**config.mk**
```make
export PLATFORM = sky130hd
export DESIGN_NAME = mips_wb_writer
export DESIGN_NICKNAME = d
export VERILOG_FILES = /design/src/rtl/mips_wb_writer_pkg.sv /design/src/rtl/mips_wb_fifo.sv /design/src/rtl/mips_wb_writer.sv
export SDC_FILE = /design/constraint.sdc
export NUM_CORES = 1
export LEC_CHECK = 0
export BUFFER_PORTS_ARGS = -buffer_cell sky130_fd_sc_hd__buf_2
export CORE_ASPECT_RATIO = 0.6
export CORE_MARGIN = 2
export CORE_UTILIZATION = 30
export DETAILED_ROUTE_END_ITERATION = 6
export PLACE_DENSITY = 0.47
export SYNTH_ARGS = -nofsm -noshare
export SYNTH_HDL_FRONTEND = slang
export SYNTH_SLANG_ARGS = --single-unit
export TNS_END_PERCENT = 10
```
**constraint.sdc**
```tcl
create_clock -name clk -period 6.4 [get_ports clk]
set_clock_uncertainty 0.2 [all_clocks]
set_input_delay 0.32 -clock clk [delete_from_list [all_inputs] [get_ports clk]]
set_output_delay 0.32 -clock clk [all_outputs]
set_load 0.02 [all_outputs]
```
**src/rtl/mips_wb_writer_pkg.sv**
```systemverilog
// Shared register-file constants for the MIPS write-back path.
// WB_DEPTH is the default queue depth for the write-back writer.
package mips_wb_writer_pkg;

  localparam int REG_ADDR_LEN = 5;
  localparam int REG_LENGTH   = 32;
  localparam int WB_DEPTH     = 4;

  typedef enum logic {
    DISABLE = 1'b0,
    ENABLE  = 1'b1
  } wb_en_e;

endpackage

```
**src/rtl/mips_wb_fifo.sv**
```systemverilog
// Circular write-back queue with two ordered push ports (push0 lands before push1) and one pop.
// Entries are exposed oldest-first so the scoreboard and forward scans can rely on age order.
module mips_wb_fifo
  import mips_wb_writer_pkg::*;
#(
  parameter int DEPTH = WB_DEPTH,
  parameter int AW    = REG_ADDR_LEN,
  parameter int DW    = REG_LENGTH
) (
  input  logic                   clk,
  input  logic                   rst,
  input  logic                   push0,
  input  logic [AW-1:0]          addr0,
  input  logic [DW-1:0]          data0,
  input  logic                   push1,
  input  logic [AW-1:0]          addr1,
  input  logic [DW-1:0]          data1,
  input  logic                   pop,
  output logic [$clog2(DEPTH):0] count,
  output logic [DEPTH-1:0]       ent_valid,
  output logic [AW-1:0]          ent_addr [DEPTH],
  output logic [DW-1:0]          ent_data [DEPTH]
);

  localparam int PW = $clog2(DEPTH);
  localparam int CW = PW + 1;

  logic [AW-1:0] mem_addr [DEPTH];
  logic [DW-1:0] mem_data [DEPTH];
  logic [PW-1:0] wr_ptr;
  logic [PW-1:0] rd_ptr;
  logic [PW-1:0] wr_ptr_next;

  assign wr_ptr_next = wr_ptr + PW'(1);

  // When only push1 fires it takes the first free slot, otherwise the one after push0.
  always_ff @(posedge clk) begin
    if (push0) begin
      mem_addr[wr_ptr] <= addr0;
      mem_data[wr_ptr] <= data0;
    end
    if (push1) begin
      mem_addr[push0 ? wr_ptr_next : wr_ptr] <= addr1;
      mem_data[push0 ? wr_ptr_next : wr_ptr] <= data1;
    end
  end

  always_ff @(posedge clk) begin
    if (rst) begin
      wr_ptr <= '0;
      rd_ptr <= '0;
      count  <= '0;
    end else begin
      wr_ptr <= wr_ptr + PW'(push0) + PW'(push1);
      if (pop) begin
        rd_ptr <= rd_ptr + PW'(1);
      end
      count <= count + CW'(push0) + CW'(push1) - CW'(pop);
    end
  end

  always_comb begin
    for (int k = 0; k < DEPTH; k++) begin
      ent_valid[k] = CW'(k) < count;
      ent_addr[k]  = mem_addr[rd_ptr + PW'(k)];
      ent_data[k]  = mem_data[rd_ptr + PW'(k)];
    end
  end

endmodule

```
**src/rtl/mips_wb_writer.sv**
```systemverilog
// Write-back writer: queues results from sources A/B, issues one registered regfile write per
// cycle and flags pending writes for hazard stalls. Define MIPS_WB_FWD_EN to enable forwarding.
module mips_wb_writer
  import mips_wb_writer_pkg::*;
#(
  parameter int DEPTH = WB_DEPTH,
  parameter int AW    = REG_ADDR_LEN,
  parameter int DW    = REG_LENGTH
) (
  input  logic          clk,
  input  logic          rst,
  input  logic          aValid,
  input  logic [AW-1:0] aAddr,
  input  logic [DW-1:0] aData,
  output logic          aReady,
  input  logic          bValid,
  input  logic [AW-1:0] bAddr,
  input  logic [DW-1:0] bData,
  output logic          bReady,
  output logic          we,
  output logic [AW-1:0] wAddr,
  output logic [DW-1:0] wData,
  input  logic [AW-1:0] qAddr0,
  input  logic [AW-1:0] qAddr1,
  output logic          qBusy0,
  output logic          qBusy1,
  output logic          fwdVal0,
  output logic [DW-1:0] fwdData0,
  output logic          fwdVal1,
  output logic [DW-1:0] fwdData1,
  output logic          empty
);

  localparam int CW = $clog2(DEPTH) + 1;

  logic [CW-1:0]    count;
  logic [CW-1:0]    free;
  logic [DEPTH-1:0] ent_valid;
  logic [AW-1:0]    ent_addr [DEPTH];
  logic [DW-1:0]    ent_data [DEPTH];
  logic             push_a;
  logic             push_b;
  logic             pop;

  // Ready depends only on the registered count, so a same-cycle pop never frees space early.
  assign free   = CW'(DEPTH) - count;
  assign aReady = free != '0;
  assign bReady = (free >= CW'(2)) | ((free == CW'(1)) & ~aValid);

  // Writes to $0 are accepted but dropped here so they never occupy a slot or look busy.
  assign push_a = aValid & aReady & (aAddr != '0);
  assign push_b = bValid & bReady & (bAddr != '0);
  assign pop    = count != '0;

  mips_wb_fifo #(
    .DEPTH(DEPTH),
    .AW   (AW),
    .DW   (DW)
  ) u_fifo (
    .clk      (clk),
    .rst      (rst),
    .push0    (push_a),
    .addr0    (aAddr),
    .data0    (aData),
    .push1    (push_b),
    .addr1    (bAddr),
    .data1    (bData),
    .pop      (pop),
    .count    (count),
    .ent_valid(ent_valid),
    .ent_addr (ent_addr),
    .ent_data (ent_data)
  );

  always_ff @(posedge clk) begin
    if (rst) begin
      we    <= DISABLE;
      wAddr <= '0;
      wData <= '0;
    end else if (pop) begin
      we    <= ENABLE;
      wAddr <= ent_addr[0];
      wData <= ent_data[0];
    end else begin
      we    <= DISABLE;
    end
  end

  // The output register still counts as pending until the regfile captures it.
  always_comb begin
    qBusy0 = (qAddr0 != '0) & we & (wAddr == qAddr0);
    qBusy1 = (qAddr1 != '0) & we & (wAddr == qAddr1);
    for (int k = 0; k < DEPTH; k++) begin
      if (ent_valid[k] && (qAddr0 != '0) && (ent_addr[k] == qAddr0)) qBusy0 = 1'b1;
      if (ent_valid[k] && (qAddr1 != '0) && (ent_addr[k] == qAddr1)) qBusy1 = 1'b1;
    end
  end

`ifdef MIPS_WB_FWD_EN
  // Oldest-to-newest scan: the youngest matching entry overrides, output register is fallback.
  always_comb begin
    fwdVal0  = 1'b0;
    fwdData0 = '0;
    fwdVal1  = 1'b0;
    fwdData1 = '0;
    if ((qAddr0 != '0) && we && (wAddr == qAddr0)) begin
      fwdVal0  = 1'b1;
      fwdData0 = wData;
    end
    if ((qAddr1 != '0) && we && (wAddr == qAddr1)) begin
      fwdVal1  = 1'b1;
      fwdData1 = wData;
    end
    for (int k = 0; k < DEPTH; k++) begin
      if (ent_valid[k] && (qAddr0 != '0) && (ent_addr[k] == qAddr0)) begin
        fwdVal0  = 1'b1;
        fwdData0 = ent_data[k];
      end
      if (ent_valid[k] && (qAddr1 != '0) && (ent_addr[k] == qAddr1)) begin
        fwdVal1  = 1'b1;
        fwdData1 = ent_data[k];
      end
    end
  end
`else
  assign fwdVal0  = 1'b0;
  assign fwdData0 = '0;
  assign fwdVal1  = 1'b0;
  assign fwdData1 = '0;
`endif

  assign empty = (count == '0) & ~we;

endmodule

```
==> results.yml, run 1 <==
outcome:
  status: "finished, final reports clean"
yosys:
  syn_avg_cell_area_um2: 13.9
  synth_flop_cell: "edfxtp_1"
  synth_cell_types: 43
  synth_async_sr_flop_share_pct: 0
  yosysWarnings: 0
  syn_area_um2: 10900
  yosysSeqAreaShare_pct: 49.4
  synth_enable_flop_cells: 148
  synth_seq_cells: 195
  netlist_instances: 787
floorplan:
  die_area_um2: 37900
  coreArea_um2: 36100
  std_cell_rows: 54
  io_pins: 197
  die_w_um: 250
  dieHeight_um: 152
  start_util_pct: 30.2
timing:
  finalSetupTns_ns: 0
  rsz0062_at_grt: "false"
  fin_crit_sh_pct: 64.8
  max_slew_margin_pct: 24.7
  period_needed_ns: 4.15
  drv_slew: 0
  fmaxAchievable_mhz: 241
  setup_slack_ns: 2.25
  setup_violations: 0
  finalHoldViolations: 0
  worst_pin_slew_ns: 1.12
clock_tree:
  clock_latency_ns: 0.44
  clk_pin_slew_ns: 0.07
  htreeDepth: 4
  cts_max_path_buffers: 2
  cts_buffers: 17
  clock_sinks: 195
  post_cts_resize_count: 0
  root_buffer: "clkbuf_16"
  cts_tree: "built"
drt:
  ant_nets: 0
  drcViolationCount: 0
  wl_per_cell_um: 20.0
  dr.pass1.iters: 5
  dr.first_iter.drc_count: 376
  wirelength_mm: 28.3
  dr_total_vias: 6527
  vias_per_cell: 4.61
cells_and_area:
  final_common_cell: "edfxtp_1"
  fin_util_pct: 34.8
  seq_area_um2: 5390
  nFillCells: 3563
  multi_input_area_um2: 4970
  final_nets: 1028
  syn_to_final_growth_pct: 15.3
  layout_common_cells: "edfxtp_1 (148), buf_2 (130), mux2_2 (87)"
  drive_gt1_share_pct: 39.9
worst_setup_path:
  timing.reg2reg.setup_slack_ns: 2.25
  r2r_start: "u_fifo.count[1]$_SDFF_PP0_"
  cpMaxStageDelayCell: "ha_2"
  cp_max_fo: 40
  worstSetupStartpointType: "flop"
  worst-setup-path-type: "reg2reg"
  r2r_end: "u_fifo.count[2]$_SDFF_PP0_"
  worstPathCellList: "inv_1, ha_1, ha_2, inv_2, ha_1, inv_1, fa_1, fa_1, xor2_1, nor2_1"
  end_kind: "flop"
  arrival_ns: 4.26
  reg2regPathDepth: 10
  required_ns: 6.51
  slowest_delay_ns: 0.87
power_and_ir_drop:
  leakage_nw: 4.74
  finalPower_mw: 5.88
  peakVddDrop_uv: 201
  power_density_nw_per_um2: 467
min_path:
  holdPathStages: 2
  hold_path_startpoint: "bData[16]"
  hold-path-endpoint: "u_fifo.mem_data[3][16]$_DFFE_PP_"
  hold_path_class: "in2reg"
placement:
  io_buffer_count: 130
  gp_congestion: 0.742
  preCtsSetupSlack_ns: 2.08
  dp_hpwl_mm: 17.7
run:
  maxCapViolCount: 0
global_route:
  overflow: 0
  grt_pass1_vias: 6684
  grt_usage_pct: 15.3
  grt_max_degree: 55
  grt_first_pass_wirelength_mm: 42.8
  antenna_found_initial: 2
-- routing by layer --
| layer | track usage (%) | part of all wire [%] | vias up |
|---|---|---|---|
| met5 | 0 | 0 | - |
| li1 | - | - | 3055 |
| met3 | 3.66 | 4.0 | 12 |
| met4 | 2.78 | 0.52 | 0 |
| met1 | 22.5 | 51 | 3318 |
| met2 | 22.9 | 45 | 142 |
-- report_power, final --
group          leakage [nW]  total (mW)  internal, mW  switching (mW)
sequential             1.76        2.26          1.95           0.313
combinational          2.72        2.61          1.16            1.45
clock                 0.253        1.01         0.525           0.485
total                  4.74        5.88          3.63            2.25
-- worst max path at each step --
stage	from	end	slack [ns]	cells after the start
after floorplan	u_fifo.count[0]$_SDFF_PP0_	u_fifo.mem_addr[1][0]$_DFFE_PP_	3.03	10
after global placement	u_fifo.count[1]$_SDFF_PP0_	u_fifo.count[2]$_SDFF_PP0_	2.18	10
after detailed placement	u_fifo.count[1]$_SDFF_PP0_	u_fifo.count[2]$_SDFF_PP0_	2.08	10
after CTS	u_fifo.count[1]$_SDFF_PP0_	u_fifo.count[2]$_SDFF_PP0_	2.07	10
after global routing	u_fifo.count[1]$_SDFF_PP0_	u_fifo.count[2]$_SDFF_PP0_	1.87	10
final	u_fifo.count[1]$_SDFF_PP0_	u_fifo.count[2]$_SDFF_PP0_	2.25	10
-- critical path, delay by kind of cell, from the launching register on --
| family | cells | cell delay [ns] |
|---|---|---|
| buf+inv | 3 | 0.88 |
| simple gates | 1 | 0.05 |
| fa+ha+maj | 5 | 2.38 |
| xor+xnor | 1 | 0.16 |
| flops | 1 | 0.34 |
-- metrics by stage --
| stage | instances | hold slack (ns) | area, um2 |
|---|---|---|---|
| floorplan | 852 | 0.321 | 11100 |
| global placement | 1349 | 0.249 | 11700 |
| detailed placement | 1349 | 0.252 | 11700 |
| CTS | 1414 | 0.000522 | 12600 |
| global route | 1415 | 0.00767 | 12600 |
| finish | 1416 | 0.0222 | 12600 |
-- cells by family after synthesis --
| logic type | after synthesis | synth area share, % |
|---|---|---|
| AO/OA/AOI/OAI | 53 | 2.75 |
| XOR/XNOR | 52 | 4.18 |
| adder cells (fa/ha/maj) | 15 | 1.93 |
| buffers and inverters | 128 | 7.72 |
| flip-flops | 195 | 49.4 |
| multiplexers | 207 | 28.3 |
| other | 1 | 0.0344 |
| AND/OR/NAND/NOR | 136 | 5.70 |
-- cell type report --
type                    instances  area share, %
clock buffers                  18           3.41
repair buffers                172           8.34
flip-flops and latches        195           42.9
inverters                      10          0.318
well taps                     476           4.74
multi-input cells             529           39.5
diodes                          2         0.0398
clock inverters                14          0.766
-- registers in the layout, summed over array words and instances, names as in the netlist, named ones only --
| name | flops |
|---|---|
| u_fifo.mem_data | 128 |
| we | 1 |
| u_fifo.count | 3 |
| u_fifo.mem_addr | 20 |
| wData | 32 |
| u_fifo.wr_ptr | 2 |
| u_fifo.rd_ptr | 2 |
| wAddr | 5 |
-- timing repair --
action | 4_1_cts | 5_1_grt
buffers inserted | 0 | 0
hold buffers | 33 | 0
hold endpoints to repair | 34 | 0
-- cell usage after synthesis, types with 2 or more instances --
master | n | area [um2]
a21o_1 | 3 | 22.5
a21oi_1 | 41 | 205
buf_1 | 5 | 18.8
buf_2 | 11 | 55.1
buf_4 | 70 | 526
buf_6 | 11 | 124
clkbuf_1 | 21 | 78.8
dfxtp_1 | 47 | 941
edfxtp_1 | 148 | 4440
fa_1 | 3 | 60.1
ha_1 | 12 | 150
inv_1 | 9 | 33.8
mux2_1 | 5 | 56.3
mux2_2 | 87 | 980
mux2_4 | 57 | 856
mux2i_1 | 9 | 90.1
mux4_2 | 49 | 1100
nand2_1 | 80 | 300
nand2b_1 | 2 | 12.5
nand3_1 | 10 | 50.1
nand4_1 | 6 | 37.5
nor2_1 | 11 | 41.3
nor2b_1 | 5 | 31.3
nor3_1 | 5 | 25.0
nor4_1 | 8 | 50.1
or4_1 | 5 | 37.5
xnor2_1 | 28 | 245
xor2_1 | 24 | 210
Power figures use the tool's default switching activity.
==> run 2, diff against run 1 <==
--- a/config.mk
+++ b/config.mk
@@ -5,12 +5,13 @@
 export SDC_FILE = /design/constraint.sdc
 export NUM_CORES = 1
 export LEC_CHECK = 0
+export ABC_AREA = 1
 export BUFFER_PORTS_ARGS = -buffer_cell sky130_fd_sc_hd__buf_2
 export CORE_ASPECT_RATIO = 0.6
 export CORE_MARGIN = 2
 export CORE_UTILIZATION = 30
 export DETAILED_ROUTE_END_ITERATION = 6
-export PLACE_DENSITY = 0.47
+export PLACE_DENSITY = 0.49
 export SYNTH_ARGS = -nofsm -noshare
 export SYNTH_HDL_FRONTEND = slang
 export SYNTH_SLANG_ARGS = --single-unit
==> constraint.sdc (replaced) <==
create_clock -name clk -period 3.57 [get_ports clk]
set_clock_uncertainty 0.2 [all_clocks]
set_input_delay 0.1785 -clock clk [delete_from_list [all_inputs] [get_ports clk]]
set_output_delay 0.1785 -clock clk [all_outputs]
set_load 0.02 [all_outputs]
==> run 2 against run 1 <==
  * Setup slack lost 2.0 ns
  * Critical path depth grew 1
  * Hold slack gained 0.087 ns
  * Clock power grew 98%
  * Via count grew 48%
  * Sequential share of layout area shrank 3.5 points
  * Wire length grew 24%
  * First-iteration DRC count grew 140%
  * Fmax grew 23%
  * Highest routed layer unchanged
==> results.yml, run 2 <==
cells_and_area:
  num_antenna_cells: 0
  top_register: "u_fifo.mem_data"
  largest_reg_flops: 128
  multi_input_area_um2: 4640
  final_common_cell: "nand2_1"
  nFillCells: 3718
  top_regs: "u_fifo.mem_data x128, wData x32, u_fifo.mem_addr x20"
  instances_no_fill: 2049
  fin_util_pct: 37.7
  final_nets: 1663
  layout_common_cells: "nand2_1 (456), edfxtp_1 (148), buf_2 (130)"
  final_cell_area_um2: 13700
  seq_area_um2: 5390
  syn_to_final_growth_pct: 24.0
  drive_gt1_share_pct: 13.7
drt:
  dr.pass1.iters: 5
  ant_nets: 0
  dr.first_iter.drc_count: 902
  drcViolationCount: 0
  wirelength_mm: 35.1
  vias_per_cell: 4.73
  wl_per_cell_um: 17.1
  dr_total_vias: 9685
timing:
  worst_pin_slew_ns: 1.19
  setup_slack_ns: 0.209
  finalSetupTns_ns: 0
  finalHoldViolations: 0
  period_needed_ns: 3.36
  setup_violations: 0
  drv_slew: 0
  fin_crit_sh_pct: 94.1
  timing.hold.ws_ns: 0.109
  max_slew_margin_pct: 20.7
  rsz0062_at_grt: "true"
  fmaxAchievable_mhz: 298
yosys:
  yosysMostFrequentCell: "nand2_1"
  synth_enable_flop_cells: 148
  synth_top_cell_area_share_pct: 40.3
  netlist_instances: 1348
  yosysWarnings: 0
  yosys-top-cells-count: "nand2_1 (462), edfxtp_1 (148), o21ai_0 (104), inv_1 (97), o21ai_1 (83)"
  synth_seq_cells: 195
  syn_area_um2: 11000
  synth_area_leaders: "edfxtp_1 (40%), nand2_1 (16%), dfxtp_1 (8.5%), buf_4 (5.1%), o21ai_0 (4.7%)"
  synth_flop_cell: "edfxtp_1"
  synth_cell_types: 35
  yosysSeqAreaShare_pct: 48.8
  syn_avg_cell_area_um2: 8.18
  yosysTopAreaCell: "edfxtp_1"
  synth_async_sr_flop_share_pct: 0
worst_setup_path:
  reg2regPathDepth: 11
  end_kind: "flop"
  cpMaxStageDelayCell: "dlygate4sd3_1"
  r2r_start: "u_fifo.count[1]$_SDFF_PP0_"
  slowest_delay_ns: 0.57
  cp_common_cell: "ha_1"
  cp_max_fo: 56
  timing.reg2reg.setup_slack_ns: 0.21
  worstSetupStartpointType: "flop"
  worst-setup-path-type: "reg2reg"
  worstPathCellList: "inv_1, ha_1, ha_1, nor2_1, nand2_4, xor2_4, inv_4, nand3_4, buf_12, o21ai_0, dlygate4sd3_1"
  arrival_ns: 3.36
  r2r_end: "u_fifo.mem_data[0][22]$_DFFE_PP_"
  cp-startpoint: "u_fifo.count[1]$_SDFF_PP0_"
  required_ns: 3.57
clock_tree:
  cts_buffers: 17
  clk_pin_slew_ns: 0.07
  cts_tree: "built"
  htreeDepth: 4
  clock_sinks: 195
  clock_latency_ns: 0.45
  root_buffer: "clkbuf_16"
  cts_max_path_buffers: 2
floorplan:
  start_util_pct: 30.4
  die_w_um: 252
  coreArea_um2: 36300
  std_cell_rows: 54
  dieHeight_um: 153
  die_area_um2: 38400
  io_pins: 197
global_route:
  grt_pass1_vias: 8778
  grt_usage_pct: 18.0
  overflow: 0
  antenna_found_initial: 0
  grt_max_degree: 76
  grt_first_pass_wirelength_mm: 52.8
min_path:
  hold_path_class: "in2reg"
  holdPathStages: 6
  hold-path-endpoint: "u_fifo.wr_ptr[0]$_SDFF_PP0_"
  hold_path_startpoint: "bValid"
power_and_ir_drop:
  finalPower_mw: 11.6
  leakage_nw: 6.15
  p_int_mw: 6.49
  power_switching_mw: 5.08
  peakVddDrop_uv: 377
  swShare_pct: 43.9
  clockPowerShare_pct: 17.3
  p_comb_share_pct: 48.6
  power_density_nw_per_um2: 846
  pwr-share-seq_pct: 34.1
placement:
  dp_hpwl_mm: 22.8
  preCtsSetupSlack_ns: 0.496
  dp_cells: 1902
  gp_congestion: 0.935
  place_area_um2: 11900
  io_buffer_count: 130
run:
  maxCapViolCount: 0
outcome:
  status: "finished, final reports clean"
## run 2: changes by cell type in the layout (fill, tap and decap cells not counted), moves of 36 or more
| cell | before | now |
|---|---|---|
| o21ai_1 | 0 | 83 |
| mux2_4 | 57 | 0 |
| inv_1 | 8 | 95 |
| nor2_1 | 11 | 47 |
| dlygate4sd3_1 | 33 | 112 |
| nand3_1 | 10 | 55 |
| mux4_2 | 49 | 0 |
| a21oi_1 | 39 | 76 |
| o21ai_0 | 1 | 104 |
| nand2_1 | 78 | 456 |
| mux2_2 | 87 | 0 |
## run 2: kinds of logic (layout without fill, tap and decap cells)
kind of cell / after synthesis / after routing / share of synthesized area (%)
AO/OA/AOI/OAI: 309 / 309 / 15.6
XOR/XNOR: 10 / 10 / 0.964
adder cells (fa/ha/maj): 15 / 15 / 1.91
buffers and inverters: 242 / 400 / 12.0
flip-flops: 195 / 195 / 48.8
other: 1 / 66 / 0.0340
AND/OR/NAND/NOR: 576 / 578 / 20.7
## run 2: worst max-delay path by stage
stage                                             to  slack, ns  depth (start not counted)
floorplan            u_fifo.mem_addr[3][0]$_DFFE_PP_       0.27                         11
global placement          u_fifo.count[2]$_SDFF_PP0_       0.58                         15
detailed placement        u_fifo.count[2]$_SDFF_PP0_       0.50                         15
CTS                  u_fifo.mem_addr[3][2]$_DFFE_PP_       0.08                         11
global route        u_fifo.mem_data[0][22]$_DFFE_PP_      -0.01                         11
finish              u_fifo.mem_data[0][22]$_DFFE_PP_       0.21                         11
## run 2: cell type report
class | instances | area share (%)
inverter | 101 | 2.79
clock buffer | 25 | 3.71
multi-input combinational | 978 | 33.9
clock inverter | 7 | 0.686
sequential | 195 | 39.4
timing repair buffer | 267 | 15.1
tap | 476 | 4.36
## run 2: timing repair
item                       4_1_cts  5_1_grt
gates resized for setup          0        8
hold endpoints to repair       156        0
hold buffers                   112        0
setup buffers                    0        1
setup endpoints to repair        0        9
## run 2: power groups by stage
stage / logic, mW / registers [mW] / clock network [mW]
final: 5.63 / 3.94 / 2.00
after global routing: 6.28 / 4.03 / 2.13
after CTS: 5.52 / 3.94 / 2.04
after detailed placement: 5.24 / 3.98 / 0
after global placement: 5.22 / 3.97 / 0
after floorplan: 3.49 / 4.08 / 0
## run 2: metal layers
metal | vias to the layer above | part of all wire [%] | track usage (%)
met4 | 0 | 0.78 | 3.80
li1 | 4809 | - | -
met3 | 22 | 7.6 | 3.42
met5 | - | 0 | 0
met2 | 356 | 42 | 26.4
met1 | 4498 | 49 | 27.3
## run 2: worst max-delay path: cells and delay by family, from the launching register on
family / cells / cell delay [ns]
xor+xnor: 1 / 0.31
fa+ha+maj: 2 / 0.42
buf+inv: 4 / 1.11
compound gates: 1 / 0.12
simple gates: 3 / 0.55
flops: 1 / 0.38
==> run 3, diff against run 2 <==
--- a/config.mk
+++ b/config.mk
@@ -7,11 +7,13 @@
 export LEC_CHECK = 0
 export ABC_AREA = 1
 export BUFFER_PORTS_ARGS = -buffer_cell sky130_fd_sc_hd__buf_2
+export CELL_PAD_IN_SITES_DETAIL_PLACEMENT = 2
+export CELL_PAD_IN_SITES_GLOBAL_PLACEMENT = 2
 export CORE_ASPECT_RATIO = 0.6
 export CORE_MARGIN = 2
 export CORE_UTILIZATION = 30
 export DETAILED_ROUTE_END_ITERATION = 6
-export PLACE_DENSITY = 0.49
+export PLACE_DENSITY = 0.76
 export SYNTH_ARGS = -nofsm -noshare
 export SYNTH_HDL_FRONTEND = slang
 export SYNTH_SLANG_ARGS = --single-unit
==> run 3 against run 2 <==
  * Sequential share of layout area is 0.089 points higher
  * Critical path depth stayed put
  * Wire length is 26% higher
  * First-iteration DRC count is 31% lower
  * Sequential power is 2% higher
  * Cell count is 0.20% lower
  * Fmax is 1.6% lower
  * Largest cell class unchanged
  * Cell area is 0.25% lower
  * Power is 4.0% higher
  * Hold slack worse by 0.089 ns
==> results.yml, run 3 (synthesized netlist as in run 2, its figures left out) <==
timing:
  timing.hold.ws_ns: 0.0200
  setup_violations: 0
  period_needed_ns: 3.42
  setup_slack_ns: 0.154
  finalHoldViolations: 0
  max_slew_margin_pct: 47.6
  finalSetupTns_ns: 0
  drv_slew: 0
  fmaxAchievable_mhz: 293
  worst_pin_slew_ns: 0.786
  rsz0062_at_grt: "true"
  fin_crit_sh_pct: 95.7
worst_setup_path:
  worstPathCellList: "inv_1, ha_1, ha_1, nor2_1, nand2_4, xor2_4, inv_2, nand3_4, buf_12, o21ai_0, dlygate4sd3_1"
  cpMaxStageDelayCell: "dlygate4sd3_1"
  end_kind: "flop"
  required_ns: 3.56
  cp_num_buf_inv: 4
  path_delay_family: "buffers and inverters"
  arrival_ns: 3.41
  cp_max_fo: 48
  worst-setup-path-type: "reg2reg"
  worstSetupStartpointType: "flop"
  cp_common_cell: "ha_1"
  slowest_delay_ns: 0.60
min_path:
  hold_path_class: "in2reg"
cells_and_area:
  top_register: "u_fifo.mem_data"
  layout_common_cells: "nand2_1 (458), edfxtp_1 (148), buf_2 (130)"
  top_regs: "u_fifo.mem_data x128, wData x32, u_fifo.mem_addr x20"
  instances_no_fill: 2045
  syn_to_final_growth_pct: 23.6
  final_nets: 1658
  drive_gt1_share_pct: 13.8
  final_common_cell: "nand2_1"
  nFillCells: 4051
  largest_reg_flops: 128
drt:
  dr_total_vias: 10305
  drcViolationCount: 0
  dr.first_iter.drc_count: 619
  ant_nets: 0
  wl_per_cell_um: 21.6
  wirelength_mm: 44.2
  vias_per_cell: 5.04
  dr.pass1.iters: 5
global_route:
  grt_pass1_vias: 10988
  antenna_found_initial: 1
  overflow: 0
  grt_usage_pct: 22.7
  grt_max_degree: 76
  grt_first_pass_wirelength_mm: 66.8
run:
  maxCapViolCount: 0
clock_tree:
  cts_max_path_buffers: 2
  root_buffer: "clkbuf_16"
  cts_tree: "built"
  clk_pin_slew_ns: 0.07
  htreeDepth: 4
  clock_sinks: 195
  clock_latency_ns: 0.45
  cts_buffers: 17
power_and_ir_drop:
  peakVddDrop_uv: 436
  leakage_nw: 6.13
  power_density_nw_per_um2: 883
  finalPower_mw: 12.0
placement:
  preCtsSetupSlack_ns: 0.366
  dp_hpwl_mm: 29.1
  dp_cells: 1902
  gp_congestion: 0.847
  io_buffer_count: 130
outcome:
  status: "finished, final reports clean"
floorplan:
  die_area_um2: 38400
  dieHeight_um: 153
  io_pins: 197
  std_cell_rows: 54
  start_util_pct: 30.4
  coreArea_um2: 36300
  die_w_um: 252
## run 3: changes by cell type in the layout (fill, tap and decap cells not counted), moves of 2 or more
cell           delta
buf_4             +4
dlygate4sd3_1     -9
clkinvlp_4        +2
clkinv_4          +3
nand2_1           +2
bufinv_16         +2
nand2_2           -2
clkbuf_1          -2
buf_12            -2
clkbuf_8          -3
## run 3: power by group
part	switching [mW]	internal, mW
Clock	0.911	1.17
Combinational	4.15	1.77
Sequential	0.463	3.57
## run 3: worst min-delay path: cells and delay by family
| family | cells | cell delay (ns) |
|---|---|---|
| buffers and inverters | 2 | 0.21 |
| AOI/OAI and AO/OA | 1 | 0.17 |
## run 3: worst paths after layout
path | startpoint | end | slack [ns] | cells after the start
worst max-delay path | u_fifo.count[1]$_SDFF_PP0_ | u_fifo.mem_data[2][0]$_DFFE_PP_ | 0.15 | 11
worst min-delay path | bAddr[2] | u_fifo.mem_addr[0][2]$_DFFE_PP_ | 0.02 | 3
worst max register to register | u_fifo.count[1]$_SDFF_PP0_ | u_fifo.mem_data[2][0]$_DFFE_PP_ | 0.15 | 11
worst min register to register | wData[21]$_SDFFE_PP0N_ | wData[21]$_SDFFE_PP0N_ | 0.34 | 2
## run 3: area by class of cell
type | instances | area, um2 | area share, %
repair buffers | 262 | 2020 | 14.8
clock buffers | 19 | 433 | 3.17
flip-flops and latches | 195 | 5390 | 39.5
diodes | 1 | 2.50 | 0.0184
multi-input cells | 978 | 4630 | 34.0
clock inverters | 13 | 186 | 1.37
well taps | 476 | 596 | 4.37
inverters | 101 | 379 | 2.78
## run 3: per-stage QoR
stage | utilization, % | instance area, um2
floorplan | - | 11300
global placement | 32.7 | 11900
detailed placement | 32.7 | 11900
CTS | 37.2 | 13500
global route | 37.6 | 13600
finish | 37.6 | 13600
## run 3: repair_timing
action                                 4_1_cts  5_1_grt
setup endpoints to repair                    0       12
endpoints found under the hold margin      156        0
hold buffers                               103        0
setup buffers                                0        3
resized for setup                            0        9
## run 3: per-layer routing
metal | vias to the layer above | global-route usage [%] | share of wire (%)
met1 | 5249 | 31.1 | 47
met5 | - | 0 | 0
met3 | 39 | 4.46 | 4.6
met2 | 222 | 37.2 | 47
li1 | 4795 | - | -
met4 | 0 | 4.82 | 1.3
